### config.mk
export PLATFORM = sky130hd
export DESIGN_NAME = spi_master_tx_flat
export DESIGN_NICKNAME = d
export VERILOG_FILES = /design/src/rtl/spi_master_tx_if.sv /design/src/rtl/spi_master_tx.sv /design/src/flat_wrapper.sv
export SDC_FILE = /design/constraint.sdc
export NUM_CORES = 1
export LEC_CHECK = 0
export BUFFER_PORTS_ARGS = -buffer_cell sky130_fd_sc_hd__clkbuf_2
export CAP_MARGIN = 20
export CORE_ASPECT_RATIO = 1.75
export CORE_UTILIZATION = 45
export CTS_CLUSTER_DIAMETER = 50
export DETAILED_ROUTE_END_ITERATION = 12
export PLACE_DENSITY = 0.79
export SYNTH_ARGS = -nofsm -noshare
export SYNTH_HDL_FRONTEND = slang
export SYNTH_SLANG_ARGS = --single-unit
export TNS_END_PERCENT = 100
### constraint.sdc
create_clock -name clk -period 3.4 [get_ports clk]
set_clock_uncertainty 0.15 [all_clocks]
set_input_delay 0.17 -clock clk [delete_from_list [all_inputs] [get_ports clk]]
set_output_delay 0.17 -clock clk [all_outputs]
set_load 0.03 [all_outputs]
### src/rtl/spi_master_tx_if.sv
// Bundle of the upstream handshake and SPI pins for spi_master_tx.
// slave = the serialiser itself, master = the block that drives it.
`timescale 1ns/1ps
interface spi_master_tx_if #(
  parameter int DATA_W = 20
);
  logic              insert;
  logic [DATA_W-1:0] data_to_send;
  logic [1:0]        ss;
  logic              sclk;
  logic              mosi;
  logic              miso;
  logic [3:0]        cs_n;
  logic              busy;
  logic              tx_ready;
  logic [DATA_W-1:0] rx_data;

  modport slave (
    input  insert, data_to_send, ss, miso,
    output sclk, mosi, cs_n, busy, tx_ready, rx_data
  );

  modport master (
    output insert, data_to_send, ss, miso,
    input  sclk, mosi, cs_n, busy, tx_ready, rx_data
  );
endinterface

### src/rtl/spi_master_tx.sv
// SPI mode-0 master serialiser: shifts one word MSB-first per insert rising edge, then pulses tx_ready.
// Optional receive path enabled by defining SPI_RX_EN.
`timescale 1ns/1ps
module spi_master_tx #(
  parameter int DATA_W  = 20,
  parameter int CLK_DIV = 2
) (
  input  logic            clk,
  input  logic            rst,
  spi_master_tx_if.slave  bus
);
  localparam int DIV_W = (CLK_DIV > 1) ? $clog2(CLK_DIV) : 1;
  localparam int BIT_W = (DATA_W > 1) ? $clog2(DATA_W) : 1;
  localparam logic [DIV_W-1:0] DIV_LAST = DIV_W'(CLK_DIV - 1);
  localparam logic [BIT_W-1:0] BIT_LAST = BIT_W'(DATA_W - 1);

  localparam logic [2:0] ST_IDLE  = 3'd0;
  localparam logic [2:0] ST_SETUP = 3'd1;
  localparam logic [2:0] ST_SHIFT = 3'd2;
  localparam logic [2:0] ST_HOLD  = 3'd3;
  localparam logic [2:0] ST_DONE  = 3'd4;

  logic [2:0]        state;
  logic [DIV_W-1:0]  div_cnt;
  logic [BIT_W-1:0]  bit_cnt;
  logic [DATA_W-1:0] tx_shift;
  logic              insert_q;
  logic              sclk;
  logic              mosi;
  logic [3:0]        cs_n;
  logic              busy;
  logic              tx_ready;
  logic              div_end;

  assign div_end = (div_cnt == DIV_LAST);

  // insert_q resets high so an insert held through reset is not seen as a rising edge.
  // tx_shift holds the bits still to be sent; mosi already carries the current bit.
  always_ff @(posedge clk or posedge rst) begin
    if (rst) begin
      state    <= ST_IDLE;
      div_cnt  <= '0;
      bit_cnt  <= '0;
      tx_shift <= '0;
      insert_q <= 1'b1;
      sclk     <= 1'b0;
      mosi     <= 1'b0;
      cs_n     <= 4'hF;
      busy     <= 1'b0;
      tx_ready <= 1'b0;
    end else begin
      insert_q <= bus.insert;
      tx_ready <= 1'b0;
      case (state)
        ST_IDLE: begin
          if (bus.insert && !insert_q) begin
            state    <= ST_SETUP;
            busy     <= 1'b1;
            cs_n     <= ~(4'b0001 << bus.ss);
            mosi     <= bus.data_to_send[DATA_W-1];
            tx_shift <= bus.data_to_send << 1;
            div_cnt  <= '0;
            bit_cnt  <= '0;
          end
        end
        ST_SETUP: begin
          if (div_end) begin
            div_cnt <= '0;
            sclk    <= 1'b1;
            state   <= ST_SHIFT;
          end else begin
            div_cnt <= div_cnt + 1'b1;
          end
        end
        ST_SHIFT: begin
          if (div_end) begin
            div_cnt <= '0;
            if (sclk) begin
              // Falling edge: advance mosi, except after the last bit where it is held.
              sclk <= 1'b0;
              if (bit_cnt != BIT_LAST) begin
                mosi     <= tx_shift[DATA_W-1];
                tx_shift <= tx_shift << 1;
              end
            end else if (bit_cnt == BIT_LAST) begin
              bit_cnt <= '0;
              state   <= ST_HOLD;
            end else begin
              bit_cnt <= bit_cnt + 1'b1;
              sclk    <= 1'b1;
            end
          end else begin
            div_cnt <= div_cnt + 1'b1;
          end
        end
        ST_HOLD: begin
          if (div_end) begin
            div_cnt  <= '0;
            state    <= ST_DONE;
            cs_n     <= 4'hF;
            tx_ready <= 1'b1;
          end else begin
            div_cnt <= div_cnt + 1'b1;
          end
        end
        ST_DONE: begin
          state <= ST_IDLE;
          busy  <= 1'b0;
          mosi  <= 1'b0;
        end
        default: state <= ST_IDLE;
      endcase
    end
  end

  assign bus.sclk     = sclk;
  assign bus.mosi     = mosi;
  assign bus.cs_n     = cs_n;
  assign bus.busy     = busy;
  assign bus.tx_ready = tx_ready;

`ifdef SPI_RX_EN
  logic [DATA_W-1:0] rx_shift;
  logic [DATA_W-1:0] rx_data;

  // miso is taken in the first clk of each sclk-high phase; the word is published as DONE begins.
  always_ff @(posedge clk or posedge rst) begin
    if (rst) begin
      rx_shift <= '0;
      rx_data  <= '0;
    end else begin
      if (state == ST_SHIFT && sclk && div_cnt == '0)
        rx_shift <= {rx_shift[DATA_W-2:0], bus.miso};
      if (state == ST_HOLD && div_end)
        rx_data <= rx_shift;
    end
  end

  assign bus.rx_data = rx_data;
`else
  logic unused_miso;
  assign unused_miso = bus.miso;
  assign bus.rx_data = '0;
`endif
endmodule

### src/flat_wrapper.sv
// flat-port wrapper written by rule: the top's interface ports become plain ports
module spi_master_tx_flat 
#(
  parameter int DATA_W  = 20,
  parameter int CLK_DIV = 2
)
  (clk, rst, bus_insert, bus_data_to_send, bus_ss, bus_miso, bus_sclk, bus_mosi, bus_cs_n, bus_busy, bus_tx_ready, bus_rx_data);
  spi_master_tx_if #(.DATA_W(DATA_W)) bus_i ();
  input  logic clk;
  input  logic rst;
  input wire logic [$bits(bus_i.insert)-1:0] bus_insert;
  input wire logic [$bits(bus_i.data_to_send)-1:0] bus_data_to_send;
  input wire logic [$bits(bus_i.ss)-1:0] bus_ss;
  input wire logic [$bits(bus_i.miso)-1:0] bus_miso;
  output wire logic [$bits(bus_i.sclk)-1:0] bus_sclk;
  output wire logic [$bits(bus_i.mosi)-1:0] bus_mosi;
  output wire logic [$bits(bus_i.cs_n)-1:0] bus_cs_n;
  output wire logic [$bits(bus_i.busy)-1:0] bus_busy;
  output wire logic [$bits(bus_i.tx_ready)-1:0] bus_tx_ready;
  output wire logic [$bits(bus_i.rx_data)-1:0] bus_rx_data;
  assign bus_i.insert = bus_insert;
  assign bus_i.data_to_send = bus_data_to_send;
  assign bus_i.ss = bus_ss;
  assign bus_i.miso = bus_miso;
  assign bus_sclk = bus_i.sclk;
  assign bus_mosi = bus_i.mosi;
  assign bus_cs_n = bus_i.cs_n;
  assign bus_busy = bus_i.busy;
  assign bus_tx_ready = bus_i.tx_ready;
  assign bus_rx_data = bus_i.rx_data;
  spi_master_tx #(.DATA_W(DATA_W), .CLK_DIV(CLK_DIV)) u_core (.clk(clk), .rst(rst), .bus(bus_i));
endmodule
## Word-level counts from Yosys, hierarchy flattened

Cells that the tools add are included.

| storage, ports and cells | value |
|---|---|
| register bits after elaboration | 38 |
| input bits | 26 |
| output and inout bits | 28 |
| logic and storage cells | 83 |

| cells by class | value |
|---|---|
| $add $sub $neg | 2 |
| equality and inequality tests | 14 |
| shift-type cells | 1 |
| muxes and demuxes | 37 |
| bitwise operators | 1 |
| reduce and logical (&&, ||, !) cells | 18 |

Operators with widths:

| kind | number |
|---|---|
| $mux W20 | 4 |
| $pmux W20 S2 | 1 |
| $mux W5 | 4 |
| $mux W3 | 6 |
| $ne A2 B1 Y1 const B | 7 |
| $mux W1 | 13 |
| $pmux W3 S4 | 1 |
| $pmux W5 S2 | 1 |
| $reduce_and A5 Y1 | 2 |
| $reduce_bool A2 Y1 | 5 |
| $mux W4 | 2 |
| $pmux W4 S2 | 1 |
| $eq A3 B2 Y1 const B | 2 |
| $pmux W1 S2 | 3 |
| $reduce_and A3 Y1 | 2 |
| $reduce_and A6 Y1 | 1 |
| $add A5 B1 Y5 const B | 1 |
| $eq A5 B5 Y1 const B | 1 |
| $ne A5 B5 Y1 const B | 1 |
| $not A4 Y4 | 1 |
| $reduce_and A2 Y1 | 2 |
| $reduce_and A4 Y1 | 1 |
| $shl A1 B2 Y4 const A | 1 |
| $eq A3 B1 Y1 const B | 1 |
| 9 further kinds | 9 |

## Depth between registers and ports, before layout

| logic depth | value |
|---|---|
| depth after elaboration | 5 |
| mapped depth | 6 |
| depth with buffers taken out | 5 |

## Worst setup path before layout

OpenSTA, ideal clock, no wires.

| timing | value |
|---|---|
| kind | reg-to-reg |
| start | register u_core.bit_cnt[0] |
| end | register u_core.tx_shift[19] |
| setup time | 125 ps |
| arrival | 1891 ps |
| required time | 3125 ps |
| slack | 1234 ps |
| cell stages (with the launch flop) | 7 |
| buffers on the path | 1 |
| period minus slack after synthesis | 2166 ps |
| cell sequence | dfrtp_1 ha_1 nand4bb_1 a21oi_1 nor4_4 buf_6 mux2_4 |

| on the way | value |
|---|---|
| word-level cells in the longest chain between the ends | 3 |

Ends and longest elaborated chain:

| element | RTL line | source |
|---|---|---|
| start, declared | spi_master_tx.sv:25 | `logic [BIT_W-1:0] bit_cnt;` |
| start signal, assigned | spi_master_tx.sv:89 | `bit_cnt <= bit_cnt + 1'b1;` |
| $ne A5 B5 Y1 | spi_master_tx.sv:81 | `if (bit_cnt != BIT_LAST) begin` |
| $ne A2 B1 Y1 (no source line) | - |  |
| $reduce_and A5 Y1 (no source line) | - |  |
| end signal, assigned | spi_master_tx.sv:61 | `tx_shift <= bus.data_to_send << 1;` |
| end signal, assigned | spi_master_tx.sv:83 | `tx_shift <= tx_shift << 1;` |
| end, declared | spi_master_tx.sv:26 | `logic [DATA_W-1:0] tx_shift;` |

No other way between the ends.
A chain may end at the register's enable or synchronous reset.

## Worst setup path after layout

| timing | value |
|---|---|
| start | register u_core.state[1] |
| end | register u_core.tx_shift[12] |

| on the way | value |
|---|---|
| word-level cells in the longest chain between the ends | 3 |
| elaborated cells on any way between the ends | 9 |
| those cells by class | eq/ne: 5; mux: 1; reduce/logical: 3 |

Ends and longest elaborated chain:

| element | RTL line | source |
|---|---|---|
| start, declared | spi_master_tx.sv:23 | `logic [2:0] state;` |
| start signal, assigned | spi_master_tx.sv:41 | `state <= ST_IDLE;` |
| start signal, assigned | spi_master_tx.sv:57 | `state <= ST_SETUP;` |
| start signal, assigned | spi_master_tx.sv:70 | `state <= ST_SHIFT;` |
| $eq A3 B2 Y1 or $logic_not A3 Y1 (tied branches) | spi_master_tx.sv:54 | `case (state)` |
| $ne A2 B1 Y1 (no source line) or $reduce_bool A2 Y1 (tied branches) | - |  |
| $reduce_and A5 Y1 (no source line) | - |  |

Several ways; a longest one is shown, not always the timed one.

==> metrics.txt <==
initial antenna violation count=0; worst slew pin tran=approximately 0.67 ns; Post-synth EDFFs=0; DP Wirelength=2430 µm; height of the die=around 90 µm; Post-synth ARST share=100%; Post-CTS Setup Bufs=0; first-pass GRT wire length=5980 µm; Max Freq=458 MHz; die area=about 4900 µm²; RSZ-0062 raised after global routing=false; ys flop type=dfrtp_1; placeable core area=4400 µm²; chip width=53.1 µm; DRC violations left=0; CP Capture Type=flop; Overflow after GRT=0; Leakage Power=between 1 and 1.5 nW; final slew viol count=0; CTS H-tree depth=2; worst-case clock buffer depth=2; share of cells above drive strength 1=slightly above 40%; min Tclk post-route=around 2.2 ns; Distinct cells, synth=38; DRT Wirelength=roughly 3400 µm; number of fill cells=approximately 400; Final TNS setup=0 ns; gpl congestion=approximately 0.85; Worst setup SP type=flop; total track usage=17.0%; cell chosen for the clock root=clkbuf_8; FF/Latch Area=~930 µm²; TritonCTS Sinks=37; routed len/inst=~13 µm; Ys Warns=0; DP Area=2190 µm²; P per Cell Area=around 920 nW/µm²; vias in the first global route=1340; clk_lat worst skew=approximately 0.29 ns; Synth-to-Final Area Change=13.5%; status=completed; remaining antenna violation count=0; fin nets=246; setup violators final=0; drt pass-1 iters=4; Met1 Wirelength=approximately 1300 µm; Ports=54; Worst Setup Path Type=flop to flop; crit share post-route=roughly 64%; register area share after synthesis=a little under half; maximum VDD drop=0.502 mV; HP Class=input port to flop; largest net degree at the start of global routing=38; top routing layer in use=met4; TritonCTS buffer count=5; area of the multi-input gates=between 900 and 1000 µm²; total vias in the final route=roughly 1400; Cell Area, Synth=about 2000 µm²; diode count=0; DR vias/cell=5.13; 1st-iter DRT viols=42; critical path required time=3.43 ns; FP Rows=32; Mean Syn Cell Area=about 11 µm²; number of synthesized register bits=37; met2 WL post-DR=about 1800 µm; Inst Count DP=260; Port Buffer Count=32; design area=2340 µm²; Relative slew margins=a little over half; Final Hold Viols=0; CTS tree=built; Final Instance Count excl. Fillers=about 270; clk slew on worst S/H paths=about 0.07 ns; Syn Inst Count=about 180; met3 WL post-DR=approximately 170 µm; Critical Path AT=around 2.2 ns; Critical Path Fanout Max=19; MaxCap Viol Count=0; Initial Utilization=46.8%
-- sequential cells by signal (all words and copies together), names as in the netlist --
name / flops
u_core.tx_shift: 19
u_core.bit_cnt: 5
u_core.bus.cs_n: 4
u_core.state: 3
u_core.bus.busy: 1
u_core.bus.mosi: 1
u_core.bus.sclk: 1
u_core.bus.tx_ready: 1
u_core.div_cnt: 1
u_core.insert_q: 1
-- cells by family after synthesis --
logic type,after synthesis,share of synthesized area [%]
AO/OA/AOI/OAI,25,7.66
XOR/XNOR,1,0.425
adder cells (fa/ha/maj),1,0.607
buffers and inverters,34,10.3
flip-flops,37,45.3
multiplexers,38,22.6
other,1,0.182
AND/OR/NAND/NOR,45,12.9
-- final timing paths --
check | start | end | slack, ns | cells after the start
worst max-delay path | u_core.state[1] | u_core.tx_shift[12] | 1.22 | 5
worst min-delay path | bus_ss[0] | u_core.bus.cs_n[0] | 0.04 | 3
worst max register to register | u_core.state[1] | u_core.tx_shift[12] | 1.22 | 5
worst min register to register | u_core.bus.cs_n[0] | u_core.bus.cs_n[0] | 0.35 | 2
max in group asynchronous | rst | u_core.insert_q | 2.40 | 4
min in group asynchronous | rst | u_core.tx_shift[2] | 0.35 | 4
-- repair_timing --
item | in CTS | in global routing
hold buffers | 3 | 0
gates resized for setup | 0 | 0
hold endpoints to repair | 37 | 0
-- Yosys cell counts (all sizes together), types with 2 or more instances --
library cell	instances	area [µm²]
and2	3	18.8
and3	2	12.5
a21oi	5	28.8
nand2	10	37.5
clkbuf	4	15.0
nor2	9	36.3
nand3	9	45.0
buf	23	171
nor3	2	10.0
nor3b	2	31.3
inv	7	26.3
a31oi	4	25.0
o31ai	2	15.0
dfrtp	32	801
o21ai	8	40.0
dfstp	5	131
nor2b	3	18.8
mux2	38	465
-- power breakdown --
part	internal [mW]	switching (mW)	leakage, nW	total, mW
Clock	0.239	0.155	0.0585	0.394
Sequential	0.653	0.175	0.443	0.828
Combinational	0.491	0.429	0.581	0.920
-- placed cells by master (no fill, tap or decap), types with 2 or more instances in the layout --
master	netlist	layout
o21ai_0	8	8
conb_1	1	20
inv_1	7	7
nor2b_1	3	3
buf_4	20	3
dlygate4sd3_1	0	3
nand3_1	9	9
clkbuf_2	0	32
nand2_1	10	10
a31oi_1	4	4
mux2_4	10	10
dfrtp_1	32	32
clkbuf_8	0	6
o31ai_1	2	2
and3_1	2	2
a21oi_1	4	4
nor2_1	8	8
mux2_2	28	28
and2_1	3	3
dfstp_2	5	5
nor3_1	2	2
-- area by class of cell --
class	count	area share, %
Inverter	7	1.12
Tap cell	51	2.73
Timing Repair Buffer	38	9.10
Multi-Input combinational cell	130	42.2
Sequential cell	37	39.9
Clock inverter	1	1.28
Clock buffer	7	3.69
-- worst max-delay path, cell delays in order (launching register included) --
cell and delay, ns:
dfrtp_1 0.55, nor3b_4 0.35, nor2_2 0.09, nor4_4 0.20
buf_4 0.34, mux2_2 0.37
-- metal layers --
layer	GRT usage [%]	up-vias
li1	-	670
met1	18.9	669
met2	28.4	44
met3	4.52	6
met4	8.55	0
met5	0	-
-- per-stage QoR --
stage	hold slack [ns]	worst slack (ns)	power, mW	utilization (%)
floorplan	0.0245	1.23	1.61	-
global placement	0.140	1.23	1.74	49.7
detailed placement	0.142	1.22	1.77	49.7
CTS	0.0398	1.21	2.17	53.1
global route	0.0598	1.07	2.30	53.1
finish	0.0442	1.22	2.14	53.1
No activity file was read; power rests on OpenSTA's default activity.
